===== config.mk =====
export PLATFORM = sky130hd
export DESIGN_NAME = accum_bias_relu
export DESIGN_NICKNAME = d
export VERILOG_FILES = /design/src/rtl/accum_bias_relu_pkg.sv /design/src/rtl/accum_bias_lane.sv /design/src/rtl/accum_bias_relu.sv
export SDC_FILE = /design/constraint.sdc
export NUM_CORES = 2
export LEC_CHECK = 0
export BUFFER_PORTS_ARGS = -buffer_cell sky130_fd_sc_hd__buf_4
export CORE_MARGIN = 4
export CORE_UTILIZATION = 42
export DETAILED_ROUTE_END_ITERATION = 10
export PLACE_DENSITY = 0.72
export SLEW_MARGIN = 5
export SYNTH_ARGS = -nofsm -noshare
export SYNTH_HDL_FRONTEND = slang
export SYNTH_SLANG_ARGS = --single-unit

===== constraint.sdc =====
create_clock -name clk -period 8.5 [get_ports clk]
set_input_delay 0.85 -clock clk [delete_from_list [all_inputs] [get_ports clk]]
set_output_delay 0.85 -clock clk [all_outputs]
set_load 0.01 [all_outputs]

===== src/rtl/accum_bias_relu_pkg.sv =====
// Shared definitions for the accumulate / bias / ReLU stage: word sizing,
// FSM state encoding and the saturate-then-ReLU helper used by every lane.
package accum_bias_relu_pkg;

    localparam int DEF_DW = 18;

    typedef enum logic [1:0] {
        ST_ACCUM = 2'd0,
        ST_FINAL = 2'd1,
        ST_OUT   = 2'd2
    } state_t;

    // Headroom for N_PASSES signed DW-bit terms plus one guard bit.
    function automatic int calc_acc_w(input int dw, input int n_passes);
        return dw + $clog2(n_passes) + 1;
    endfunction

    function automatic int lane_lsb(input int lane, input int dw);
        return lane * dw;
    endfunction

    // Saturate to a signed dw-bit range first, then clamp negatives when ReLU is on.
    function automatic logic signed [63:0] sat_relu(input logic signed [63:0] sum,
                                                    input int dw,
                                                    input logic relu_en);
        logic signed [63:0] hi;
        logic signed [63:0] lo;
        logic signed [63:0] r;
        hi = (64'sd1 <<< (dw - 1)) - 64'sd1;
        lo = -(64'sd1 <<< (dw - 1));
        if (sum > hi)      r = hi;
        else if (sum < lo) r = lo;
        else               r = sum;
        if (relu_en && r < 0) r = '0;
        return r;
    endfunction

endpackage


===== src/rtl/accum_bias_lane.sv =====
// One lane: pass accumulator, bias add, saturation and optional ReLU into a
// registered output word.
module accum_bias_lane
    import accum_bias_relu_pkg::*;
#(
    parameter int DW      = DEF_DW,
    parameter int ACC_W   = DEF_DW + 3,
    parameter int RELU_EN = 1
) (
    input  logic          clk,
    input  logic          rst,
    input  logic          acc_en,
    input  logic          acc_clr,
    input  logic [DW-1:0] psum,
    input  logic [DW-1:0] bias,
    input  logic          load,
    output logic [DW-1:0] out_data
);

    logic signed [ACC_W-1:0] acc_q, acc_d;
    logic        [DW-1:0]    out_q, out_d;
    logic signed [ACC_W:0]   sum;

    always_comb begin
        // NOTE: every always_comb output gets a default first, so no path can infer a latch.
        acc_d = acc_q;
        out_d = out_q;
        sum   = (ACC_W+1)'(acc_q) + (ACC_W+1)'($signed(bias));
        if (acc_en) begin
            acc_d = (acc_clr ? '0 : acc_q) + ACC_W'($signed(psum));
        end
        if (load) begin
            out_d = DW'(sat_relu(64'(sum), DW, RELU_EN != 0));
        end
    end

    // NOTE: state registers use non-blocking assignments only, so every flop sees pre-edge values.
    always_ff @(posedge clk) begin
        if (rst) begin
            acc_q <= '0;
            out_q <= '0;
        end else begin
            acc_q <= acc_d;
            out_q <= out_d;
        end
    end

    assign out_data = out_q;

endmodule


===== src/rtl/accum_bias_relu.sv =====
// Accumulates N_PASSES lane-packed partial sums per pixel, then adds bias,
// saturates and applies ReLU; a three-state FSM handles the handshakes.
module accum_bias_relu
    import accum_bias_relu_pkg::*;
#(
    parameter int  N_adder_tree = 16,
    parameter int  DW           = DEF_DW,
    parameter int  N_PASSES     = 4,
    parameter int  RELU_EN      = 1,
    localparam int ACC_W        = calc_acc_w(DW, N_PASSES)
) (
    input  logic                      clk,
    input  logic                      rst,
    input  logic [N_adder_tree*DW-1:0] bias,
    input  logic [N_adder_tree*DW-1:0] in_psum,
    input  logic                      in_valid,
    output logic                      in_ready,
    output logic [N_adder_tree*DW-1:0] out_data,
    output logic                      out_valid,
    input  logic                      out_ready,
    output logic                      out_last
);

    localparam int PCW = (N_PASSES > 1) ? $clog2(N_PASSES) : 1;

    state_t         state_q, state_d;
    logic [PCW-1:0] pass_cnt_q, pass_cnt_d;
    logic           out_valid_q, out_valid_d;
    logic           accept;
    logic           acc_clr;
    logic           load;

    assign in_ready = (state_q == ST_ACCUM);
    assign accept   = in_valid && in_ready;
    assign acc_clr  = (pass_cnt_q == '0);
    assign load     = (state_q == ST_FINAL);

    always_comb begin
        state_d     = state_q;
        pass_cnt_d  = pass_cnt_q;
        out_valid_d = out_valid_q;
        case (state_q)
            ST_ACCUM: begin
                if (accept) begin
                    if (pass_cnt_q == PCW'(N_PASSES - 1)) begin
                        pass_cnt_d = '0;
                        state_d    = ST_FINAL;
                    end else begin
                        pass_cnt_d = pass_cnt_q + PCW'(1);
                    end
                end
            end
            ST_FINAL: begin
                out_valid_d = 1'b1;
                state_d     = ST_OUT;
            end
            ST_OUT: begin
                if (out_ready) begin
                    out_valid_d = 1'b0;
                    state_d     = ST_ACCUM;
                end
            end
            default: state_d = ST_ACCUM;
        endcase
    end

    always_ff @(posedge clk) begin
        if (rst) begin
            state_q     <= ST_ACCUM;
            pass_cnt_q  <= '0;
            out_valid_q <= 1'b0;
        end else begin
            state_q     <= state_d;
            pass_cnt_q  <= pass_cnt_d;
            out_valid_q <= out_valid_d;
        end
    end

    // Every output beat closes a pixel, so last tracks valid.
    assign out_valid = out_valid_q;
    assign out_last  = out_valid_q;

    for (genvar i = 0; i < N_adder_tree; i++) begin : g_lane
        accum_bias_lane #(
            .DW      (DW),
            .ACC_W   (ACC_W),
            .RELU_EN (RELU_EN)
        ) u_lane (
            .clk      (clk),
            .rst      (rst),
            .acc_en   (accept),
            .acc_clr  (acc_clr),
            .psum     (in_psum[lane_lsb(i, DW) +: DW]),
            .bias     (bias[lane_lsb(i, DW) +: DW]),
            .load     (load),
            .out_data (out_data[lane_lsb(i, DW) +: DW])
        );
    end

endmodule

==> key figures <==
Outcome
  – Status: completed

Power
  – Maximum vdd drop: between 0.00015 and 0.0002 V
  – Comb power frac: 32.2%
  – Clk pwr share: about 37%
  – P_int: 6790 µW
  – Sw Ratio: a little over a third
  – Flop pwr share: between 30% and 40%
  – Pwr dens: about 160 nW/µm²
  – NetSw: approximately 3600 µW
  – P_leak: roughly 0.030 µW

Logic synthesis
  – Synth Net Count: ~8.5k
  – EDFF count, synth: 0
  – Synth Area per Inst: 7.63 µm²
  – Seq/Total Area, Yosys: a little under a quarter
  – Synth cell types: 83
  – Asr flop ratio synth: 0%
  – Flops & latches, synth: 629
  – Synth warnings: 0
  – Post-Syn Instances: 7188
  – Post-Synthesis Cell Area: ~55000 µm²
  – Synth Flop Type: dfxtp_1

Setup path
  – Worst path bufs/invs: 4
  – CP Launch Type: flop
  – Crit path largest cell delay: approximately 0.55 ns
  – Top fanout value on the critical path: 129
  – Critical path required time: a little over 9 ns
  – CP Cell Sequence: inv_1 > ha_4 > buf_4 > buf_12 > nor2b_1 > ha_1 > inv_1 > fa_1 > nor2b_1 > o21a_1 > o21ai_0 > a21oi_1 > a41oi_1 > a311oi_1 > o41a_1 > or3_1 > a211o_1 > a31oi_1
  – Top Family by Delay on Critical Path: compound AO/OA/AOI/OAI gates
  – Critical Path Slowest Stage Cell: buf_4
  – Worst reg2reg setup slack: around 3.3 ns
  – Crit path kind: flop to flop
  – Crit path capture type: flop
  – CP arrival: about 5.8 ns

Cells and area
  – Layout area overhead: 20.1%
  – Most frequent cells in the layout: buf_4 (902), a21oi_1 (774), nand2_1 (675), ha_1 (673), dfxtp_1 (629)
  – Layout Cells excl Fill: 9728
  – Most common cell after layout, fill and taps aside: buf_4
  – Final Net Count: 9168
  – Layout cells sized above 1: roughly 14%

STA
  – Final min period: 5.18 ns
  – RSZ-0062 raised after global routing: no
  – Setup violations, final: 0
  – Setup_tns: 0 ns
  – Max_slew headroom: between 10% and 20%
  – Worst-Margin Slew: 1.27 ns
  – Final slew viol count: 0
  – Final Hold Viols: 0
  – Fmax: between 150 and 200 MHz
  – Worst clock skew: approximately 0.025 ns
  – Final Cycle Share: approximately three fifths

Global routing
  – Overall routing resource usage: between 20% and 30%
  – Initial antenna violation count: 42
  – First-pass GRT wire length: 299000 µm
  – Vias in the first global route: approximately 53k
  – Grt total ovfl: 0
  – Largest net degree at the start of global routing: 156

Placed design
  – Final GP Congestion: 0.951
  – Port-buffer cells: 870
  – Placed cell count: between 9k and 10k
  – DP HPWL: approximately 150000 µm

Drt
  – WL met1: 80700 µm
  – Routed wire per std cell: just over 20 µm
  – Drt pass-1 iters: 6
  – Via density: 5.77
  – Met3 wire length: ~15000 µm
  – Detail Route Antenna Nets: 0
  – Met2 routed WL: 91300 µm
  – Via Count: between 50k and 60k
  – Number of remaining DRC errors: 0
  – Routed WL: 196000 µm
  – Top Metal Used: met5
  – DR iter-0 viols: between 4k and 5k

Floorplanning
  – Die ar.: between 100000 and 150000 µm²
  – Die width: ~370 µm
  – DIE HEIGHT: 369 µm
  – Starting Density: between 40% and 50%
  – Cell Rows: around 130
  – CORE AREA: roughly 130000 µm²
  – Top Ports: ~870

Job
  – Maxcap violations: 0

CTS
  – Post-CTS Hold Buffers: 0
  – Clk buf depth: 3
  – Setup Buffers After CTS: 0
  – # H-tree levels: 3
  – Post-CTS Resized: 0
  – CTS tree: yes
  – Clk sinks: 629
  – CTS Buf Count: 84
  – CTS root buf: clkbuf_16
  – Clk_lat worst skew: 0.70 ns
  – CTS clk-pin slew, worst paths: roughly 0.060 ns

Min path
  – Hold WC Path Type: input pin to flop
## per-stage QoR
stage	util [%]	setup slack [ns]	area, µm²	power, µW	hold WS (ns)
3_5_place_dp	48.5	3.00	62800	6600	0.450
2_1_floorplan	-	3.87	54800	5650	0.438
5_1_grt	50.8	2.98	65800	11000	0.447
4_1_cts	50.7	3.36	65700	10500	0.386
3_3_place_gp	48.5	3.09	62800	6530	0.442
6_report	50.8	3.32	65800	10400	0.448
## power groups by stage
stage / combinational, µW / clock (µW) / sequential (µW)
floorplan: 2410 / 0 / 3240
global placement: 3240 / 0 / 3290
detailed placement: 3300 / 0 / 3300
CTS: 3330 / 3910 / 3230
global route: 3730 / 4020 / 3250
finish: 3360 / 3830 / 3240
## cell usage after synthesis (119+ instances only)
library cell | number | area [µm²]
o21ai_0 | 520 | 2600
nand3_1 | 131 | 656
dfxtp_1 | 629 | 12600
ha_1 | 674 | 8430
o21a_1 | 119 | 893
nand2_1 | 676 | 2540
inv_1 | 232 | 871
nor2_1 | 600 | 2250
xor2_1 | 132 | 1160
clkbuf_1 | 267 | 1000
a211oi_1 | 141 | 1060
a21o_1 | 203 | 1520
nor3_1 | 184 | 921
xnor2_1 | 318 | 2790
nor2b_1 | 416 | 2600
a21oi_1 | 774 | 3870
## worst paths after layout
path                                                     start                             end  cells after the start
worst max register to register                   pass_cnt_q[0]      g_lane[4].u_lane.acc_q[20]                     18
worst min register to register  g_lane[13].u_lane.out_data[17]  g_lane[13].u_lane.out_data[17]                      2
worst min-delay path                                 out_ready                      state_q[1]                      3
worst max-delay path                             pass_cnt_q[0]      g_lane[4].u_lane.acc_q[20]                     18
## registers in the layout (all words and copies together), names as in the netlist
register                cells
g_lane.u_lane.out_data    288
state_q                     2
pass_cnt_q                  2
out_last                    1
g_lane.u_lane.acc_q       336
## worst register-to-register path, stage by stage (launching register included)
cell and delay, ns:
dfxtp_1 0.34, inv_1 0.11, ha_4 0.47, buf_4 0.56, buf_12 0.52, nor2b_1 0.27
ha_1 0.22, inv_1 0.08, fa_1 0.19, nor2b_1 0.07, o21a_1 0.18, o21ai_0 0.24
a21oi_1 0.14, a41oi_1 0.39, a311oi_1 0.18, o41a_1 0.40, or3_1 0.35, a211o_1 0.31
a31oi_1 0.12
## final cells by class
type                    count  area [µm²]
flip-flops and latches    629       12600
diodes                     35        87.6
clock buffers             117        2450
repair buffers            908        6890
inverters                 232         876
well taps                1742        2180
fillers                 12500       63800
clock inverters            38         480
multi-input cells        6027       40300
## cell families after synthesis
group           after synthesis  share of synthesized area [%]
simple gates               2459                           21.8
compound gates             2388                           27.3
fa+ha+maj                   706                           16.6
flops                       629                           23.0
buf+inv                     532                           3.70
xor+xnor                    450                           7.19
mux                          24                          0.441
## routing by layer
metal	vias up	track usage, %
met5	-	0
met1	26400	33.0
met2	1789	46.1
li1	27500	-
met3	390	5.79
met4	12	12.8
(Power assumes the default switching activity.)
